## src/rtl/axi_lite_pkg.sv

```systemverilog
// Shared AXI4-Lite definitions: response codes, FSM state encodings,
// default protection bits and a saturating 8-bit increment.
package axi_lite_pkg;

  localparam logic [1:0] RESP_OKAY    = 2'b00;
  localparam logic [1:0] RESP_SLVERR  = 2'b10;
  localparam logic [1:0] RESP_DECERR  = 2'b11;
  localparam logic [2:0] PROT_DEFAULT = 3'b000;

  typedef enum logic [1:0] {W_IDLE, W_FWD, W_RESP, W_ERR} wr_state_e;
  typedef enum logic [1:0] {R_IDLE, R_FWD, R_RESP, R_ERR} rd_state_e;

  function automatic logic [7:0] sat_inc8(input logic [7:0] v);
    return (v == 8'hFF) ? v : v + 8'd1;
  endfunction

endpackage

```

## src/rtl/axi_lite_addr_decode.sv

```systemverilog
// Combinational base/mask address decoder. Lowest matching slave index
// wins on overlapping windows; o_hit low means the address is unmapped.
module axi_lite_addr_decode #(
  parameter int                            NUM_SLAVES = 3,
  parameter int                            ADDR_W     = 32,
  parameter logic [NUM_SLAVES*ADDR_W-1:0] SLV_BASE   = '0,
  parameter logic [NUM_SLAVES*ADDR_W-1:0] SLV_MASK   = '0,
  parameter int                            SEL_W      = (NUM_SLAVES > 1) ? $clog2(NUM_SLAVES) : 1
) (
  input  logic [ADDR_W-1:0] i_addr,
  output logic [SEL_W-1:0]  o_sel,
  output logic              o_hit
);

  // scan from the top so the lowest matching index is the last one written
  always_comb begin
    o_sel = '0;
    o_hit = 1'b0;
    for (int i = NUM_SLAVES - 1; i >= 0; i--) begin
      if ((i_addr & SLV_MASK[i*ADDR_W +: ADDR_W]) == SLV_BASE[i*ADDR_W +: ADDR_W]) begin
        o_sel = SEL_W'(i);
        o_hit = 1'b1;
      end
    end
  end

endmodule

```

## src/rtl/axi_lite_xbar_1xn.sv

```systemverilog
// AXI4-Lite 1-master to N-slave crossbar with independent read and write
// FSMs and local DECERR for unmapped addresses.
// Optional: define AXI_XBAR_ERR_CNT_EN to add error counters and err_irq.
//
// state  | meaning
// W_IDLE | collecting AW and W (either order, same cycle allowed)
// W_FWD  | forwarding held AW/W to the selected slave
// W_RESP | passing the selected slave's B back to the master
// W_ERR  | returning local DECERR on B
// R_IDLE | accepting AR
// R_FWD  | forwarding AR to the selected slave
// R_RESP | passing the selected slave's R back to the master
// R_ERR  | returning local DECERR with zero data on R
module axi_lite_xbar_1xn
  import axi_lite_pkg::*;
#(
  parameter int                            NUM_SLAVES = 3,
  parameter int                            ADDR_W     = 32,
  parameter int                            DATA_W     = 32,
  parameter logic [NUM_SLAVES*ADDR_W-1:0] SLV_BASE   = {32'h2000_0000, 32'h1000_0000, 32'h0000_0000},
  parameter logic [NUM_SLAVES*ADDR_W-1:0] SLV_MASK   = {3{32'hF000_0000}}
) (
  input  logic                         clk,
  input  logic                         rst,
  input  logic [ADDR_W-1:0]            s_awaddr,
  input  logic                         s_awvalid,
  output logic                         s_awready,
  input  logic [DATA_W-1:0]            s_wdata,
  input  logic [DATA_W/8-1:0]          s_wstrb,
  input  logic                         s_wvalid,
  output logic                         s_wready,
  output logic [1:0]                   s_bresp,
  output logic                         s_bvalid,
  input  logic                         s_bready,
  input  logic [ADDR_W-1:0]            s_araddr,
  input  logic                         s_arvalid,
  output logic                         s_arready,
  output logic [DATA_W-1:0]            s_rdata,
  output logic [1:0]                   s_rresp,
  output logic                         s_rvalid,
  input  logic                         s_rready,
  output logic [NUM_SLAVES*ADDR_W-1:0] m_awaddr,
  output logic [NUM_SLAVES-1:0]        m_awvalid,
  input  logic [NUM_SLAVES-1:0]        m_awready,
  output logic [NUM_SLAVES*3-1:0]      m_awprot,
  output logic [NUM_SLAVES*DATA_W-1:0] m_wdata,
  output logic [NUM_SLAVES*DATA_W/8-1:0] m_wstrb,
  output logic [NUM_SLAVES-1:0]        m_wvalid,
  input  logic [NUM_SLAVES-1:0]        m_wready,
  input  logic [NUM_SLAVES*2-1:0]      m_bresp,
  input  logic [NUM_SLAVES-1:0]        m_bvalid,
  output logic [NUM_SLAVES-1:0]        m_bready,
  output logic [NUM_SLAVES*ADDR_W-1:0] m_araddr,
  output logic [NUM_SLAVES-1:0]        m_arvalid,
  input  logic [NUM_SLAVES-1:0]        m_arready,
  output logic [NUM_SLAVES*3-1:0]      m_arprot,
  input  logic [NUM_SLAVES*DATA_W-1:0] m_rdata,
  input  logic [NUM_SLAVES*2-1:0]      m_rresp,
  input  logic [NUM_SLAVES-1:0]        m_rvalid,
  output logic [NUM_SLAVES-1:0]        m_rready
`ifdef AXI_XBAR_ERR_CNT_EN
  ,
  output logic [7:0]                   wr_err_cnt,
  output logic [7:0]                   rd_err_cnt,
  output logic                         err_irq
`endif
);

  localparam int SEL_W  = (NUM_SLAVES > 1) ? $clog2(NUM_SLAVES) : 1;
  localparam int STRB_W = DATA_W / 8;

  wr_state_e           r_wstate;
  rd_state_e           r_rstate;
  logic                r_aw_held, r_w_held, r_aw_done, r_w_done;
  logic                r_awready, r_wready, r_arready;
  logic [ADDR_W-1:0]   r_awaddr, r_araddr;
  logic [DATA_W-1:0]   r_wdata;
  logic [STRB_W-1:0]   r_wstrb;
  logic [SEL_W-1:0]    r_wsel, r_rsel;

  logic                w_aw_hs, w_w_hs, w_aw_have, w_w_have, w_b_hs;
  logic                w_m_aw_hs, w_m_w_hs, w_m_ar_hs, w_ar_hs, w_r_hs;
  logic [ADDR_W-1:0]   w_wr_dec_addr;
  logic [SEL_W-1:0]    w_wr_sel, w_rd_sel;
  logic                w_wr_hit, w_rd_hit;

  assign s_awready = r_awready;
  assign s_wready  = r_wready;
  assign s_arready = r_arready;

  assign w_aw_hs   = s_awvalid & r_awready;
  assign w_w_hs    = s_wvalid & r_wready;
  assign w_aw_have = r_aw_held | w_aw_hs;
  assign w_w_have  = r_w_held | w_w_hs;
  assign w_b_hs    = s_bvalid & s_bready;
  assign w_m_aw_hs = |(m_awvalid & m_awready);
  assign w_m_w_hs  = |(m_wvalid & m_wready);
  assign w_ar_hs   = s_arvalid & r_arready;
  assign w_m_ar_hs = |(m_arvalid & m_arready);
  assign w_r_hs    = s_rvalid & s_rready;

  // decode the address arriving this cycle so forwarding starts next cycle
  assign w_wr_dec_addr = r_aw_held ? r_awaddr : s_awaddr;

  axi_lite_addr_decode #(
    .NUM_SLAVES(NUM_SLAVES), .ADDR_W(ADDR_W), .SLV_BASE(SLV_BASE), .SLV_MASK(SLV_MASK), .SEL_W(SEL_W)
  ) u_wr_dec (.i_addr(w_wr_dec_addr), .o_sel(w_wr_sel), .o_hit(w_wr_hit));

  axi_lite_addr_decode #(
    .NUM_SLAVES(NUM_SLAVES), .ADDR_W(ADDR_W), .SLV_BASE(SLV_BASE), .SLV_MASK(SLV_MASK), .SEL_W(SEL_W)
  ) u_rd_dec (.i_addr(s_araddr), .o_sel(w_rd_sel), .o_hit(w_rd_hit));

  assign m_awaddr = {NUM_SLAVES{r_awaddr}};
  assign m_wdata  = {NUM_SLAVES{r_wdata}};
  assign m_wstrb  = {NUM_SLAVES{r_wstrb}};
  assign m_araddr = {NUM_SLAVES{r_araddr}};
  assign m_awprot = {NUM_SLAVES{PROT_DEFAULT}};
  assign m_arprot = {NUM_SLAVES{PROT_DEFAULT}};

  // write FSM: latch AW/W independently, forward, then return B
  always_ff @(posedge clk or posedge rst) begin
    if (rst) begin
      r_wstate  <= W_IDLE;
      r_aw_held <= 1'b0;
      r_w_held  <= 1'b0;
      r_aw_done <= 1'b0;
      r_w_done  <= 1'b0;
      r_awready <= 1'b0;
      r_wready  <= 1'b0;
      r_awaddr  <= '0;
      r_wdata   <= '0;
      r_wstrb   <= '0;
      r_wsel    <= '0;
    end else begin
      case (r_wstate)
        W_IDLE: begin
          if (w_aw_hs) r_awaddr <= s_awaddr;
          if (w_w_hs) begin
            r_wdata <= s_wdata;
            r_wstrb <= s_wstrb;
          end
          if (w_aw_have && w_w_have) begin
            r_aw_held <= 1'b0;
            r_w_held  <= 1'b0;
            r_aw_done <= 1'b0;
            r_w_done  <= 1'b0;
            r_awready <= 1'b0;
            r_wready  <= 1'b0;
            r_wsel    <= w_wr_sel;
            r_wstate  <= w_wr_hit ? W_FWD : W_ERR;
          end else begin
            r_aw_held <= w_aw_have;
            r_w_held  <= w_w_have;
            r_awready <= ~w_aw_have;
            r_wready  <= ~w_w_have;
          end
        end
        W_FWD: begin
          if (w_m_aw_hs) r_aw_done <= 1'b1;
          if (w_m_w_hs)  r_w_done  <= 1'b1;
          if ((r_aw_done | w_m_aw_hs) && (r_w_done | w_m_w_hs)) r_wstate <= W_RESP;
        end
        default: begin
          if (w_b_hs) begin
            r_wstate  <= W_IDLE;
            r_awready <= 1'b1;
            r_wready  <= 1'b1;
          end
        end
      endcase
    end
  end

  // read FSM: accept AR, forward, then return R
  always_ff @(posedge clk or posedge rst) begin
    if (rst) begin
      r_rstate  <= R_IDLE;
      r_arready <= 1'b0;
      r_araddr  <= '0;
      r_rsel    <= '0;
    end else begin
      case (r_rstate)
        R_IDLE: begin
          if (w_ar_hs) begin
            r_araddr  <= s_araddr;
            r_rsel    <= w_rd_sel;
            r_arready <= 1'b0;
            r_rstate  <= w_rd_hit ? R_FWD : R_ERR;
          end else begin
            r_arready <= 1'b1;
          end
        end
        R_FWD: if (w_m_ar_hs) r_rstate <= R_RESP;
        default: begin
          if (w_r_hs) begin
            r_rstate  <= R_IDLE;
            r_arready <= 1'b1;
          end
        end
      endcase
    end
  end

  // steer valids/readies to the selected slave only and mirror its response
  always_comb begin
    m_awvalid = '0;
    m_wvalid  = '0;
    m_bready  = '0;
    m_arvalid = '0;
    m_rready  = '0;
    s_bvalid  = 1'b0;
    s_bresp   = RESP_OKAY;
    s_rvalid  = 1'b0;
    s_rdata   = '0;
    s_rresp   = RESP_OKAY;
    case (r_wstate)
      W_FWD: begin
        m_awvalid[r_wsel] = ~r_aw_done;
        m_wvalid[r_wsel]  = ~r_w_done;
      end
      W_RESP: begin
        s_bvalid         = m_bvalid[r_wsel];
        s_bresp          = m_bresp[int'(r_wsel)*2 +: 2];
        m_bready[r_wsel] = s_bready;
      end
      W_ERR: begin
        s_bvalid = 1'b1;
        s_bresp  = RESP_DECERR;
      end
      default: ;
    endcase
    case (r_rstate)
      R_FWD: m_arvalid[r_rsel] = 1'b1;
      R_RESP: begin
        s_rvalid         = m_rvalid[r_rsel];
        s_rdata          = m_rdata[int'(r_rsel)*DATA_W +: DATA_W];
        s_rresp          = m_rresp[int'(r_rsel)*2 +: 2];
        m_rready[r_rsel] = s_rready;
      end
      R_ERR: begin
        s_rvalid = 1'b1;
        s_rresp  = RESP_DECERR;
      end
      default: ;
    endcase
  end

`ifdef AXI_XBAR_ERR_CNT_EN
  logic [7:0] r_wr_err_cnt, r_rd_err_cnt;
  logic       r_err_irq;
  logic [7:0] w_wr_err_nxt, w_rd_err_nxt;

  assign w_wr_err_nxt = (w_b_hs && s_bresp != RESP_OKAY) ? sat_inc8(r_wr_err_cnt) : r_wr_err_cnt;
  assign w_rd_err_nxt = (w_r_hs && s_rresp != RESP_OKAY) ? sat_inc8(r_rd_err_cnt) : r_rd_err_cnt;

  // error counters; irq follows the next-state counts so it tracks them exactly
  always_ff @(posedge clk or posedge rst) begin
    if (rst) begin
      r_wr_err_cnt <= '0;
      r_rd_err_cnt <= '0;
      r_err_irq    <= 1'b0;
    end else begin
      r_wr_err_cnt <= w_wr_err_nxt;
      r_rd_err_cnt <= w_rd_err_nxt;
      r_err_irq    <= |{w_wr_err_nxt, w_rd_err_nxt};
    end
  end

  assign wr_err_cnt = r_wr_err_cnt;
  assign rd_err_cnt = r_rd_err_cnt;
  assign err_irq    = r_err_irq;
`endif

endmodule

```

## config.mk

```make
export PLATFORM = sky130hd
export DESIGN_NAME = axi_lite_xbar_1xn
export DESIGN_NICKNAME = d
export VERILOG_FILES = /design/src/rtl/axi_lite_pkg.sv /design/src/rtl/axi_lite_addr_decode.sv /design/src/rtl/axi_lite_xbar_1xn.sv
export SDC_FILE = /design/constraint.sdc
export NUM_CORES = 1
export LEC_CHECK = 0
export ABC_CLOCK_PERIOD_IN_PS = 6370
export CORE_AREA = 2 2 238 240
export CTS_CLUSTER_DIAMETER = 60
export DETAILED_ROUTE_END_ITERATION = 16
export DIE_AREA = 0 0 240 242
export SETUP_SLACK_MARGIN = 0.5
export SYNTH_ARGS = -nofsm -noshare
export SYNTH_HDL_FRONTEND = slang
export SYNTH_SLANG_ARGS = --single-unit
```

## constraint.sdc

```tcl
create_clock -name clk -period 6.37 [get_ports clk]
set_input_delay 0.637 -clock clk [delete_from_list [all_inputs] [get_ports clk]]
set_output_delay 0.637 -clock clk [all_outputs]
set_load 0.1 [all_outputs]
```

Yosys cells after proc, flatten, opt, wreduce, memory -nomap -nowiden
Cells that the tools add are included.

Register bits after elaboration: 115. Bits in latches: 0. Memory bits (writable): 0. ROM bits: 0. Logic and storage cells: 142. Memories kept: 0.

Add/sub/neg operators: 0. Multiply operators: 0. Divide/modulo/power cells: 0. $lt $le $gt $ge: 4. Eq/ne operators: 16. Shift-type cells: 3. Muxes and demuxes: 56. Bitwise logic cells: 22. Reductions and logical operators: 26.

Operators by type and width (count): 96-bit by 8-bit indexed part select with 32-bit output (1); 32-bit zero test (2); 32-bit 2-to-1 mux (2); 2-bit 2-to-1 mux (14); 3-bit AND (7); 1-bit 2-to-1 mux (20); 2-bit case mux with 2 select lines (4); 3-bit 2-to-1 mux (5); 1-bit case mux with 2 select lines (7); 2-bit != test, second input constant (6); 2-bit AND reduction (6); 3-bit AND reduction (4); 6-bit by 4-bit indexed part select with 2-bit output (2); 3-bit OR reduction (3); 2-bit equality test, second input constant (4); 4-bit by 1-bit equality test with 1-bit output, second input constant (2); 4-bit by 2-bit equality test with 1-bit output, second input constant (2); 2-bit by 3-bit less-than comparator with 1-bit output, second input constant (2); 1-bit inverter (6); 2-bit nonzero test (3); 3-bit nonzero test (2); 1-bit AND (5); 1-bit binary-select mux with 2-bit select (2); 1-bit demux with 2-bit select (2); 5 further kinds (14).

Longest topological paths before layout
Word-level depth: 12. Mapped depth: 7. Mapped depth without buffers: 5.

By module
A second synthesis with hierarchy kept.

Cell total of the unflattened synthesis: 740. Area, all modules: 7632.3 um2.

By module, submodules not included: axi_lite_xbar_1xn (times used 1, cells an instance 734, area each 7582.3 um2, sequential area each 2877.8 um2); axi_lite_addr_decode (times used 2, cells an instance 3, area each 25.0 um2, sequential area each 0.0 um2).

Worst setup path before layout
No wires, ideal clock.

Path kind: input to output. Start point: input port s_bready. End point: output port m_bready[2]. Arrival time: 3.845 ns. Required time: 5.733 ns. Setup slack: 1.888 ns. Stages on the path: 2. Path through: nand2_1 > nor4b_1.

Cells in the longest elaborated chain, start to end: 2.

RTL lines: start: declaration (line axi_lite_xbar_1xn.sv:34) `input logic s_bready,`; 3-bit AND (no line); 3-bit 2-to-1 mux (line axi_lite_xbar_1xn.sv:216) `case (r_wstate)`; end: declaration (line axi_lite_xbar_1xn.sv:52) `output logic [NUM_SLAVES-1:0] m_bready,`.

Every way passes these cells.

Final worst setup path
Start point: register r_rsel[1]. End point: output port s_rvalid.

Cells in the longest elaborated chain, start to end: 3.

RTL lines: start: declaration (line axi_lite_xbar_1xn.sv:79) `logic [SEL_W-1:0] r_wsel, r_rsel;`; start signal: assignment (line axi_lite_xbar_1xn.sv:186) `r_rsel <= w_rd_sel;`; 1-bit binary-select mux with 2-bit select (line axi_lite_xbar_1xn.sv:235) `s_rvalid = m_rvalid[r_rsel];`; 1-bit 2-to-1 mux (implied by the code) (line axi_lite_xbar_1xn.sv:235); 1-bit case mux with 2 select lines (line axi_lite_xbar_1xn.sv:232) `case (r_rstate)`; end: declaration (line axi_lite_xbar_1xn.sv:40) `output logic s_rvalid,`.

Every way passes these cells. The select of a mux whose other input is x is not followed.

==> run summary <==
• GR Util All Layers: 8.99%
• number of storage elements in the synthesis netlist: 115
• Worst-Skew Late Latency: 470 ps
• CTS H-tree lvls: 4
• vertical extent of the die: 242 um
• proportion of register bits with asynchronous set or reset after synthesis: 100%
• Synth-to-Final Area Change: 78.1%
• port buffer count: 585
• area of placed instances: 12300 um^2
• Cells after Synth: 716
• number of fillers in the final layout: 6054
• Starting DRT DRC Count: 141
• unrepaired setup endpoints after global routing: no
• Hold Crit Class: register to register
• startpoint type of the worst setup path: register
• highest fanout seen on the critical path: 39
• Via-to-Cell Ratio: 3.40
• number of antenna violations at the first check in global routing: 2
• number of buffers between clock root and the deepest sink: 2
• I/O pins: 604
• portion of the clock cycle consumed by the worst path in the final layout: 71.5%
• min Tclk post-route: 4560 ps
• number of synthesized flops with an enable pin: 0
• post-synthesis average cell area: 10.1 um^2
• CTS sink cnt: 115
• Arrival @ worst endpoint: 3920 ps
• Die Outline Area: 58100 um^2
• post-CTS sizing: 0
• total number of yosys warnings: 0
• 1st-pass router iterations: 6
• final std cells w/o fill: 1856
• worst max-slew margin expressed relative to the limit: 13.5%
• wire per inst: 14.4 um
• Core Rows: 87
• total CTS buffers: 17
• share of cells above drive strength 1: 13.2%
• HPWL reported at the end of detailed placement: 20600 um
• residual antenna-violating net count after detailed routing: 0
• Core Box Area: 55700 um^2
• Cells after DPL: 1823
• required time of the critical path: 5730 ps
• dominant register cell in the synthesized netlist: sky130_fd_sc_hd__dfrtp_1
• Nets: 1316
• number of maximum-capacitance constraint violations: 0
• number of vias after detailed routing: 6314
• Die Span X: 240 um
• via count of the first global-routing pass: 6417
• total area of multi-input combinational cells: 2610 um^2
• kind of end point of the critical path: primary output
• FF/Latch Area: 2880 um^2
• Critical Setup Path Class: register to primary output
• Final Skew: 11.0 ps
• CTS Root Cell: sky130_fd_sc_hd__clkbuf_16
• final-report setup violation count: 0
• wire length of the first global-routing pass: 38900 um
• number of pins with negative max-slew slack in the final report: 0
• total wirelength of the detailed-routed design: 26800 um
• Netlist cell types: 39
• number of setup buffers added after CTS: 0
• maximum clock rate: 219 MHz
• setup total negative slack: 0 ps
• number of hold buffers added after CTS: 0
• effective utilization at floorplan: 13.0%
• clock transition at the register clock pins on the worst setup and hold paths after CTS: 60 ps
• Mapped Area: 7260 um^2
• Final Wtd Congestion: 0.767
• pin slew with the least headroom to its limit: 1300 ps
• maximum number of pins on one net before global-route repair: 64
• clock tree from TritonCTS: done
• endpoints failing hold: 0
• GRT overflow: 0
• drt drc: 0
• result of the run: finished clean
• post-synthesis sequential area ratio: 39.6%
• Post-Layout Inst Area: 12900 um^2
-- cell families after synthesis --
group | synth area share, %
mux | 21.5
flops | 39.6
other cells | 0.0517
compound gates | 5.38
buf+inv | 25.4
simple gates | 7.96
-- synth_stat cells (all sizes together), types with 2 or more instances --
| cell type | number | area [um^2] |
|---|---|---|
| and3 | 3 | 18.8 |
| nor2 | 80 | 300 |
| clkbuf | 14 | 52.6 |
| a211oi | 4 | 30.0 |
| nor4 | 4 | 25.0 |
| inv | 6 | 22.5 |
| and2 | 5 | 31.3 |
| mux2i | 40 | 400 |
| mux2 | 103 | 1160 |
| o41ai | 2 | 17.5 |
| nor3 | 9 | 45.0 |
| nand4b | 2 | 17.5 |
| o32a | 2 | 20.0 |
| buf | 242 | 1770 |
| a21oi | 39 | 195 |
| o21ai | 7 | 35.0 |
| nand2b | 7 | 43.8 |
| nand2 | 13 | 48.8 |
| dfrtp | 115 | 2880 |
| nor2b | 4 | 25.0 |
-- layer usage --
| metal | part of all wire [%] | vias up | GRT usage (%) |
|---|---|---|---|
| met5 | 0.045 | - | 0 |
| met4 | 2.2 | 2 | 4.37 |
| met3 | 8.6 | 24 | 3.18 |
| met2 | 51 | 336 | 15.8 |
| met1 | 38 | 3035 | 9.50 |
| li1 | - | 2917 | - |
-- stage by stage --
step                util (%)  hold slack, ps  worst slack [ps]
floorplan                  -             471              1890
global placement        22.2             488              2350
detailed placement      22.2             514              2290
CTS                     23.2             531              1750
global route            23.2             552              1610
finish                  23.2             526              1810
-- final timing paths --
path,from,to,slack (ps),depth (start not counted)
min in group asynchronous,rst,r_araddr[6],620,2
worst min register to register,r_w_held,r_w_held,530,1
worst min-delay path,r_w_held,r_w_held,530,1
max in group asynchronous,rst,r_araddr[15],4420,3
worst max register to register,r_rsel[1],r_rstate[0],3810,4
worst max-delay path,r_rsel[1],s_rvalid,1810,5
-- layout make-up --
type | count | share of cell area, %
Sequential cell | 115 | 22.3
Tap cell | 756 | 7.31
Antenna cell | 1 | 0.0193
Clock buffer | 18 | 3.32
Multi-Input combinational cell | 356 | 20.1
Inverter | 6 | 0.193
Clock inverter | 14 | 1.18
Timing Repair Buffer | 590 | 45.6
-- layout by cell type (no fill, tap or decap), types with 2 or more instances in the layout --
master                            netlist  layout
sky130_fd_sc_hd__inv_1                  6       5
sky130_fd_sc_hd__o21ai_0                7       7
sky130_fd_sc_hd__a211oi_1               4       4
sky130_fd_sc_hd__and2_1                 5       5
sky130_fd_sc_hd__conb_1                 1      18
sky130_fd_sc_hd__nand4b_1               2       2
sky130_fd_sc_hd__clkdlybuf4s50_1        0     585
sky130_fd_sc_hd__and3_2                 0       2
sky130_fd_sc_hd__clkinvlp_4             0       4
sky130_fd_sc_hd__nor2b_1                4       3
sky130_fd_sc_hd__mux2i_1               40      40
sky130_fd_sc_hd__buf_4                222       5
sky130_fd_sc_hd__inv_6                  0       4
sky130_fd_sc_hd__clkinv_4               0       2
sky130_fd_sc_hd__nor3_1                 9       9
sky130_fd_sc_hd__nand2b_1               7       7
sky130_fd_sc_hd__clkinv_2               0       2
sky130_fd_sc_hd__clkbuf_16              0      17
sky130_fd_sc_hd__mux2_2               102     102
sky130_fd_sc_hd__nand2_1               13      13
sky130_fd_sc_hd__nor4_1                 4       4
sky130_fd_sc_hd__o32a_1                 2       2
sky130_fd_sc_hd__o41ai_1                2       2
sky130_fd_sc_hd__nor2_1                80      80
sky130_fd_sc_hd__dfrtp_1              115     114
sky130_fd_sc_hd__bufinv_16              0       2
sky130_fd_sc_hd__a21oi_1               39      39
-- registers in the layout, indices dropped and copies added (netlist names) --
signal,flops
s_awready,1
r_rsel,2
r_w_held,1
r_aw_held,1
r_rstate,2
r_wdata,32
r_awaddr,32
r_wsel,2
r_wstrb,4
r_araddr,32
s_wready,1
r_w_done,1
r_wstate,2
r_aw_done,1
s_arready,1
-- worst max-delay path: stages, from the launching register on --
cell                              delay [ps]
sky130_fd_sc_hd__dfrtp_1                1210
sky130_fd_sc_hd__nor2b_2                 310
sky130_fd_sc_hd__buf_4                   350
sky130_fd_sc_hd__a221o_1                 260
sky130_fd_sc_hd__and2_1                  160
sky130_fd_sc_hd__clkdlybuf4s50_1        1150
Power is not shown: default switching activity piles up to over one toggle a cycle in this logic, so the estimate is an artifact.
